--- src/rtl/leaf_user_in_fifo.sv ---
// leaf_user_in_fifo
// Elastic first-word-fall-through buffer between a leaf_interface user-side
// output port (vld/ack handshake) and a user-kernel stream input
// (tdata/tvalid/tready). It also keeps an accepted-word counter for bring-up.
// Full and empty are told apart by the occupancy counter, not by pointer compare.
module leaf_user_in_fifo #(
   parameter int PAYLOAD_BITS = 32,
   parameter int DEPTH_BITS   = 3,
   parameter int AFULL_THRESH = 6
) (
   input  logic                    clk_user,
   input  logic                    reset_n,
   input  logic [PAYLOAD_BITS-1:0] din_interface,
   input  logic                    vld_interface,
   output logic                    ack_interface,
   output logic [PAYLOAD_BITS-1:0] dout_tdata,
   output logic                    dout_tvalid,
   input  logic                    dout_tready,
   input  logic                    flush,
   input  logic                    clear_cnt,
   output logic [DEPTH_BITS:0]     occupancy,
   output logic                    almost_full,
   output logic [31:0]             word_cnt
);

   localparam int DEPTH = 1 << DEPTH_BITS;
   localparam logic [DEPTH_BITS:0]   OCC_FULL = (DEPTH_BITS+1)'(DEPTH);
   localparam logic [DEPTH_BITS:0]   OCC_AF   = (DEPTH_BITS+1)'(AFULL_THRESH);
   localparam logic [DEPTH_BITS:0]   OCC_ONE  = (DEPTH_BITS+1)'(1);
   localparam logic [DEPTH_BITS-1:0] PTR_ONE  = DEPTH_BITS'(1);

   logic [PAYLOAD_BITS-1:0] mem [DEPTH];

   logic [DEPTH_BITS-1:0] wr_ptr_reg, wr_ptr_next;
   logic [DEPTH_BITS-1:0] rd_ptr_reg, rd_ptr_next;
   logic [DEPTH_BITS:0]   occ_reg, occ_next;
   logic                  af_reg;
   logic                  ready_reg;
   logic [31:0]           cnt_reg, cnt_next;
   logic                  full;
   logic                  push;
   logic                  pop;

   // ready_reg holds ack low through reset and the edge on which it is released,
   // so the first acknowledge comes at the first clock edge after release.
   assign full          = (occ_reg == OCC_FULL);
   assign ack_interface = ready_reg & ~flush & ~full;
   assign push          = vld_interface & ack_interface;
   assign pop           = dout_tvalid & dout_tready;

   // Head of storage is shown directly; masked to zero while empty so stale
   // memory contents never leak out (and the reset value is zero).
   assign dout_tvalid = (occ_reg != '0);
   assign dout_tdata  = dout_tvalid ? mem[rd_ptr_reg] : '0;
   assign occupancy   = occ_reg;
   assign almost_full = af_reg;
   assign word_cnt    = cnt_reg;

   // Next-state pointers, occupancy and counter; flush wins over push/pop.
   always_comb begin
      wr_ptr_next = wr_ptr_reg;
      rd_ptr_next = rd_ptr_reg;
      occ_next    = occ_reg;
      cnt_next    = cnt_reg;
      if (flush) begin
         wr_ptr_next = '0;
         rd_ptr_next = '0;
         occ_next    = '0;
      end else begin
         if (push) wr_ptr_next = wr_ptr_reg + PTR_ONE;
         if (pop)  rd_ptr_next = rd_ptr_reg + PTR_ONE;
         if (push && !pop)      occ_next = occ_reg + OCC_ONE;
         else if (pop && !push) occ_next = occ_reg - OCC_ONE;
      end
      if (clear_cnt)  cnt_next = '0;
      else if (push)  cnt_next = cnt_reg + 32'd1;
   end

   // Control state; everything resets asynchronously so data is dropped at once.
   always_ff @(posedge clk_user or negedge reset_n) begin
      if (!reset_n) begin
         wr_ptr_reg <= '0;
         rd_ptr_reg <= '0;
         occ_reg    <= '0;
         af_reg     <= 1'b0;
         ready_reg  <= 1'b0;
         cnt_reg    <= '0;
      end else begin
         wr_ptr_reg <= wr_ptr_next;
         rd_ptr_reg <= rd_ptr_next;
         occ_reg    <= occ_next;
         af_reg     <= (occ_next >= OCC_AF);
         ready_reg  <= 1'b1;
         cnt_reg    <= cnt_next;
      end
   end

   // Storage array; no reset needed because reads are masked by occupancy.
   always_ff @(posedge clk_user) begin
      if (push) mem[wr_ptr_reg] <= din_interface;
   end

endmodule

--- config.mk ---
export PLATFORM = sky130hd
export DESIGN_NAME = leaf_user_in_fifo
export DESIGN_NICKNAME = d
export VERILOG_FILES = /design/src/rtl/leaf_user_in_fifo.sv
export SDC_FILE = /design/constraint.sdc
export NUM_CORES = 1
export LEC_CHECK = 0
export BUFFER_PORTS_ARGS = -buffer_cell sky130_fd_sc_hd__buf_2
export CAP_MARGIN = 5
export CORE_AREA = 8 8 196 198
export DETAILED_ROUTE_END_ITERATION = 6
export DIE_AREA = 0 0 204 206
export MAX_ROUTING_LAYER = met4
export PLACE_DENSITY = 0.57
export SLEW_MARGIN = 5
export SYNTH_ARGS = -nofsm -noshare
export SYNTH_HDL_FRONTEND = slang
export SYNTH_SLANG_ARGS = --single-unit
--- constraint.sdc ---
create_clock -name clk_user -period 10.1 [get_ports clk_user]
set_clock_uncertainty 0.2 [all_clocks]
set_input_delay 1.01 -clock clk_user [delete_from_list [all_inputs] [get_ports clk_user]]
set_output_delay 1.01 -clock clk_user [all_outputs]
set_load 0.01 [all_outputs]
# ---- After elaboration in Yosys (flattened, before gate mapping)
# Memory sizes are Yosys's and may differ from the RTL's.
# Cells that the tools add are included.
dict set report word_totals {
  word_cells 40
  memories 1
  reg_bits 44
  out_inout_bits 71
  rom_bits 0
  ramBits 256
  in_bits 38
  latchBits 0
}
dict set report op_classes {
  bitwise_logic 6
  addsub 5
  magnitude_cmp 1
  reduce_logical 8
  eq_ne 1
  n_shift 0
  n_div 0
  n_mul 0
  muxes 12
}
# memory depth width rd rd_clocked_by_memory_dff wr line
set memory_table {}
lappend memory_table {mem 8 32 1 0 1 32} ;# logic [PAYLOAD_BITS-1:0] mem [DEPTH];
# op count
set op_table {}
lappend op_table {{2-to-1 mux 32 bit} 3}
lappend op_table {{adder 32 x 1 -> 32 bit (second input constant)} 1}
lappend op_table {{2-to-1 mux 3 bit} 4}
lappend op_table {{2-to-1 mux 4 bit} 3}
lappend op_table {{adder 3 x 1 -> 3 bit (second input constant)} 2}
lappend op_table {{nonzero test 2 bit} 3}
lappend op_table {{adder 4 x 1 -> 4 bit (second input constant)} 1}
lappend op_table {{AND 1 bit} 4}
lappend op_table {{equality test 4 bit (second input constant)} 1}
lappend op_table {{greater-or-equal comparator 4 x 3 -> 1 bit (second input constant)} 1}
lappend op_table {{nonzero test 4 bit} 1}
lappend op_table {{subtractor 4 x 1 -> 4 bit (second input constant)} 1}
lappend op_table {{logical AND 1 bit} 2}
lappend op_table {{zero test 1 bit} 2}
lappend op_table {{2-to-1 mux 1 bit} 2}
lappend op_table {{NOT 1 bit} 2}

# ---- Longest topological paths before layout
dict set report depth {
  ltp_word 10
  depth_mapped 9
  mapped_depth_nobuf 8
}

# ---- Least setup slack after synthesis
# OpenSTA, ideal clock, no wires.
dict set report synth_timing {
  path_kind {input port to flip-flop}
  from {input flush}
  to {memory mem[4][0] (enable)}
  path_buffers 1
  required_time_ns 9.387
  setup_time_ns 0.513
  arrival_ns 5.019
  stages 4
  path_slack_ns 4.368
  cell_sequence {and3b_1 -> clkbuf_1 -> nand2_1 -> nor4b_1}
}
dict set report synth_between {
  elab_chain_len 6
}
# item line
set synth_rtl {}
lappend synth_rtl {{start, declared} 19} ;# input logic flush,
lappend synth_rtl {{NOT 1 bit} 47} ;# assign ack_interface = ready_reg & ~flush & ~full;
lappend synth_rtl {{AND 1 bit (2 in series)} 47}
lappend synth_rtl {{AND 1 bit} 48} ;# assign push = vld_interface & ack_interface;
lappend synth_rtl {{2-to-1 mux 1 bit} 100} ;# if (push) mem[wr_ptr_reg] <= din_interface;
lappend synth_rtl {{2-to-1 mux 1 bit (not written as such)} 100}
lappend synth_rtl {{end, declared} 32}
# No other way between the ends.

# ---- Worst setup path in the final report
dict set report layout_timing {
  from {register rd_ptr_reg[0]}
  to {output dout_tdata[2]}
}
dict set report layout_between {
  elab_chain_len 2
}
# item line
set layout_rtl {}
lappend layout_rtl {{start, declared} 35} ;# logic [DEPTH_BITS-1:0] rd_ptr_reg, rd_ptr_next;
lappend layout_rtl {{start signal, assigned} 90} ;# rd_ptr_reg <= rd_ptr_next;
lappend layout_rtl {{memory read (8 x 32 bit)} --}
lappend layout_rtl {{2-to-1 mux 32 bit} 54} ;# assign dout_tdata = dout_tvalid ? mem[rd_ptr_reg] : '0;
lappend layout_rtl {{end, declared} 16} ;# output logic [PAYLOAD_BITS-1:0] dout_tdata,
# No other way between the ends.

==> metrics.md <==
| Metric | Value |
|---|---|
| LEAKAGE | `4.91 nW` |
| I/O Pins | `109` |
| Largest register FFs | `between 200 and 300` |
| Slew margin rel. | `0.318` |
| Via Count | `between 6k and 7k` |
| Per-cell routed wire length | `between 20 and 25 um` |
| CTS Root Cell | `clkbuf_16` |
| Port-buffer cells | `~110` |
| Final min period | `~4300 ps` |
| Post-CTS Resized | `0` |
| Asr flop ratio synth | `0.147` |
| Post-synth EDFFs | `256` |
| Seq/Total Area, Yosys | `0.720` |
| First-pass GRT wire length | `about 41,000 um` |
| Synth Flop Type | `edfxtp_1` |
| Clock Latency Late Sink | `a little over 500 ps` |
| Part of the power in combinational logic | `0.208` |
| DRT Pass-1 Iters | `4` |
| First DRT Iteration DRCs | `about 360` |
| GPL Wtd Cong | `0.789` |
| Post-route ant nets | `0` |
| Worst Hold Class | `reg2reg` |
| Filler cells | `approximately 3.2k` |
| Worst Setup End Kind | `primary output` |
| Setup bufs post-CTS | `0` |
| Drt total wl | `26,700 um` |
| Most common cell after layout, fill and taps aside | `edfxtp_1` |
| Most frequent cells in the layout | `256 x edfxtp_1, 108 x buf_2, 64 x mux4_2` |
| Slew Viols, Final | `0` |
| Area delta synth->final | `17.9%` |
| Pin count of the biggest net entering global routing | `between 60 and 70` |
| Data required time of the worst path | `just under 9000 ps` |
| Synth cell types | `between 40 and 50` |
| Mux contribution to synthesized area | `0.154` |
| Synth Net Count | `about 730` |
| Die ar. | `roughly 42,000 sq um` |
| Clk buf depth | `3` |
| Adder-Cell Fraction of Synth Area | `0.00513` |
| Tightest Pin Transition | `between 1000 and 1500 ps` |
| Switching power | `about 0.0009 W` |
| Synth Area in XOR/XNOR | `0.00902` |
| Vias/cell | `about 5.0` |
| Status | `finished, final reports clean` |
| FF+latch count, synth | `300` |
| Num CTS Buffers | `34` |
| Syn Inst Count | `between 600 and 700` |
| Clock-pin slew on the worst setup and hold paths | `~60 ps` |
| Synth Area in Simple Gates | `0.0744` |
| CORE AREA | `35,200 sq um` |
| Seq. cell area | `8790 sq um` |
| Initial antenna violation count | `3` |
| Final nets | `between 800 and 900` |
| Finished layout cell area | `approximately 14,000 sq um` |
| WP data arrival | `3100 ps` |
| Die height | `206 um` |
| Power share of the sequential group | `0.432` |
| Max Cap Viol | `0` |
| DRC | `0` |
| Final period util | `0.427` |
| Clock power share | `0.359` |
| Fmax | `about 0.23 GHz` |
| Total track usage | `0.130` |
| Netlist Area Pre-Place | `between 10,000 and 15,000 sq um` |
| Dpl hpwl | `14,700 um` |
| VDD IR max | `around 130 uV` |
| Pwr/cell area | `227 nW/um^2` |
| Setup TNS | `0 ps` |
| Sink Count | `300` |
| Area occupied by multi-input gates | `about 3300 sq um` |
| Int Pwr | `0.00236 W` |
| Compound-Gate Fraction of Synth Area | `0.0213` |
| Final Hold Vio Count | `0` |
| Grt ovf | `0` |
| Crit Path Max Fanout | `42` |
| Mean Syn Cell Area | `17.7 sq um` |
| Vias in the first global route | `~6.7k` |
| Net Sw Frac | `0.277` |
| CTS tree | `yes` |
| RSZ-0062 raised after global routing | `no` |
| Layout Utilization | `0.409` |
| Most flops, register | `mem` |
| Crit Path Class | `reg2out` |
| Yosys Warn Count | `0` |
| Largest family of logic cells by synthesized area | `multiplexers` |
| Tot Pwr | `0.00326 W` |
| Starting Density | `0.347` |
| Placed Area | `around 13,000 sq um` |
| Share of layout cells above drive strength 1 | `0.309` |
| Die X | `slightly above 200 um` |
| Cell Rows | `69` |
| Htree depth | `2` |
| Hold_buf cts | `0` |
| Final setup violation count | `0` |
| Startpoint Class | `flip-flop` |
## worst max-delay path, stage by stage, from the launching register on
cell and delay, ps:
dfrtp_4 740, buf_4 780, mux4_2 600, mux2i_1 140, nor2_1 110, buf_2 190
## stage by stage
step / setup WS [ps] / hold WS, ps / cells
floorplan: 4370 / 380 / 690
global placement: 6230 / 354 / 1232
detailed placement: 6230 / 379 / 1232
CTS: 5670 / 388 / 1292
global route: 5480 / 418 / 1295
finish: 5790 / 388 / 1295
## cell usage after synthesis, drive strengths merged (2+ instances only)
master / count / share of area
mux2i: 32 / 0.026
clkbuf: 26 / 0.0080
o31ai: 6 / 0.0037
ha: 5 / 0.0051
nor2: 59 / 0.018
nand3b: 2 / 0.0012
xor2: 7 / 0.0050
nor4: 8 / 0.0051
nand4: 12 / 0.0062
nor3: 9 / 0.0041
nor3b: 2 / 0.0012
a21oi: 20 / 0.0082
nand3: 14 / 0.0057
and4: 4 / 0.0029
or4: 5 / 0.0031
dfrtp: 44 / 0.090
inv: 10 / 0.0031
nor2b: 9 / 0.0046
or3: 10 / 0.0051
edfxtp: 256 / 0.63
xnor2: 3 / 0.0022
or4b: 2 / 0.0016
nand2: 19 / 0.0058
buf: 14 / 0.0051
and2: 7 / 0.0036
o21ai: 12 / 0.0049
mux2: 10 / 0.0092
and3: 6 / 0.0031
mux4: 64 / 0.12
and3b: 2 / 0.0014
## per-layer routing
layer | routed length (um) | GRT usage | vias to the layer above
met3 | 1460 | 0.0276 | 36
li1 | - | - | 2966
met5 | 0 | - | -
met1 | 12300 | 0.170 | 3368
met2 | 12500 | 0.205 | 156
met4 | 466 | 0.0321 | 0
## cell families after synthesis
logic type	after synthesis
adders and majority gates	5
and+or+nand+nor	172
other	1
xor gates and xnor gates	11
muxes	106
buffers and inverters	50
DFF	300
AOI/OAI and AO/OA	45
## worst paths after layout
kind                          startpoint             to  slack, ps  cells after the start
max in group asynchronous        reset_n  rd_ptr_reg[0]       8480                      1
setup reg to reg            occupancy[0]      mem[6][6]       6920                      7
hold / removal              word_cnt[17]   word_cnt[17]        390                      2
hold reg to reg             word_cnt[17]   word_cnt[17]        390                      2
min in group asynchronous        reset_n   word_cnt[17]        470                      1
setup / recovery           rd_ptr_reg[0]  dout_tdata[2]       5790                      5
## power groups by stage
stage,logic (W),clock network [W],registers [W]
finish,0.000680,0.00117,0.00141
global route,0.000749,0.00125,0.00142
CTS,0.000702,0.00121,0.00141
detailed placement,0.000695,0,0.00144
global placement,0.000696,0,0.00144
floorplan,0.000478,0,0.00140
## cell type report
type	instances	share of cell area
Clock buffer	42	0.0612
Inverter	10	0.00261
Timing Repair Buffer	121	0.0443
Tap cell	461	0.0401
Sequential cell	300	0.611
Multi-Input combinational cell	340	0.227
Antenna cell	3	0.000522
Clock inverter	18	0.0128
No activity file was read; power rests on OpenSTA's default activity.
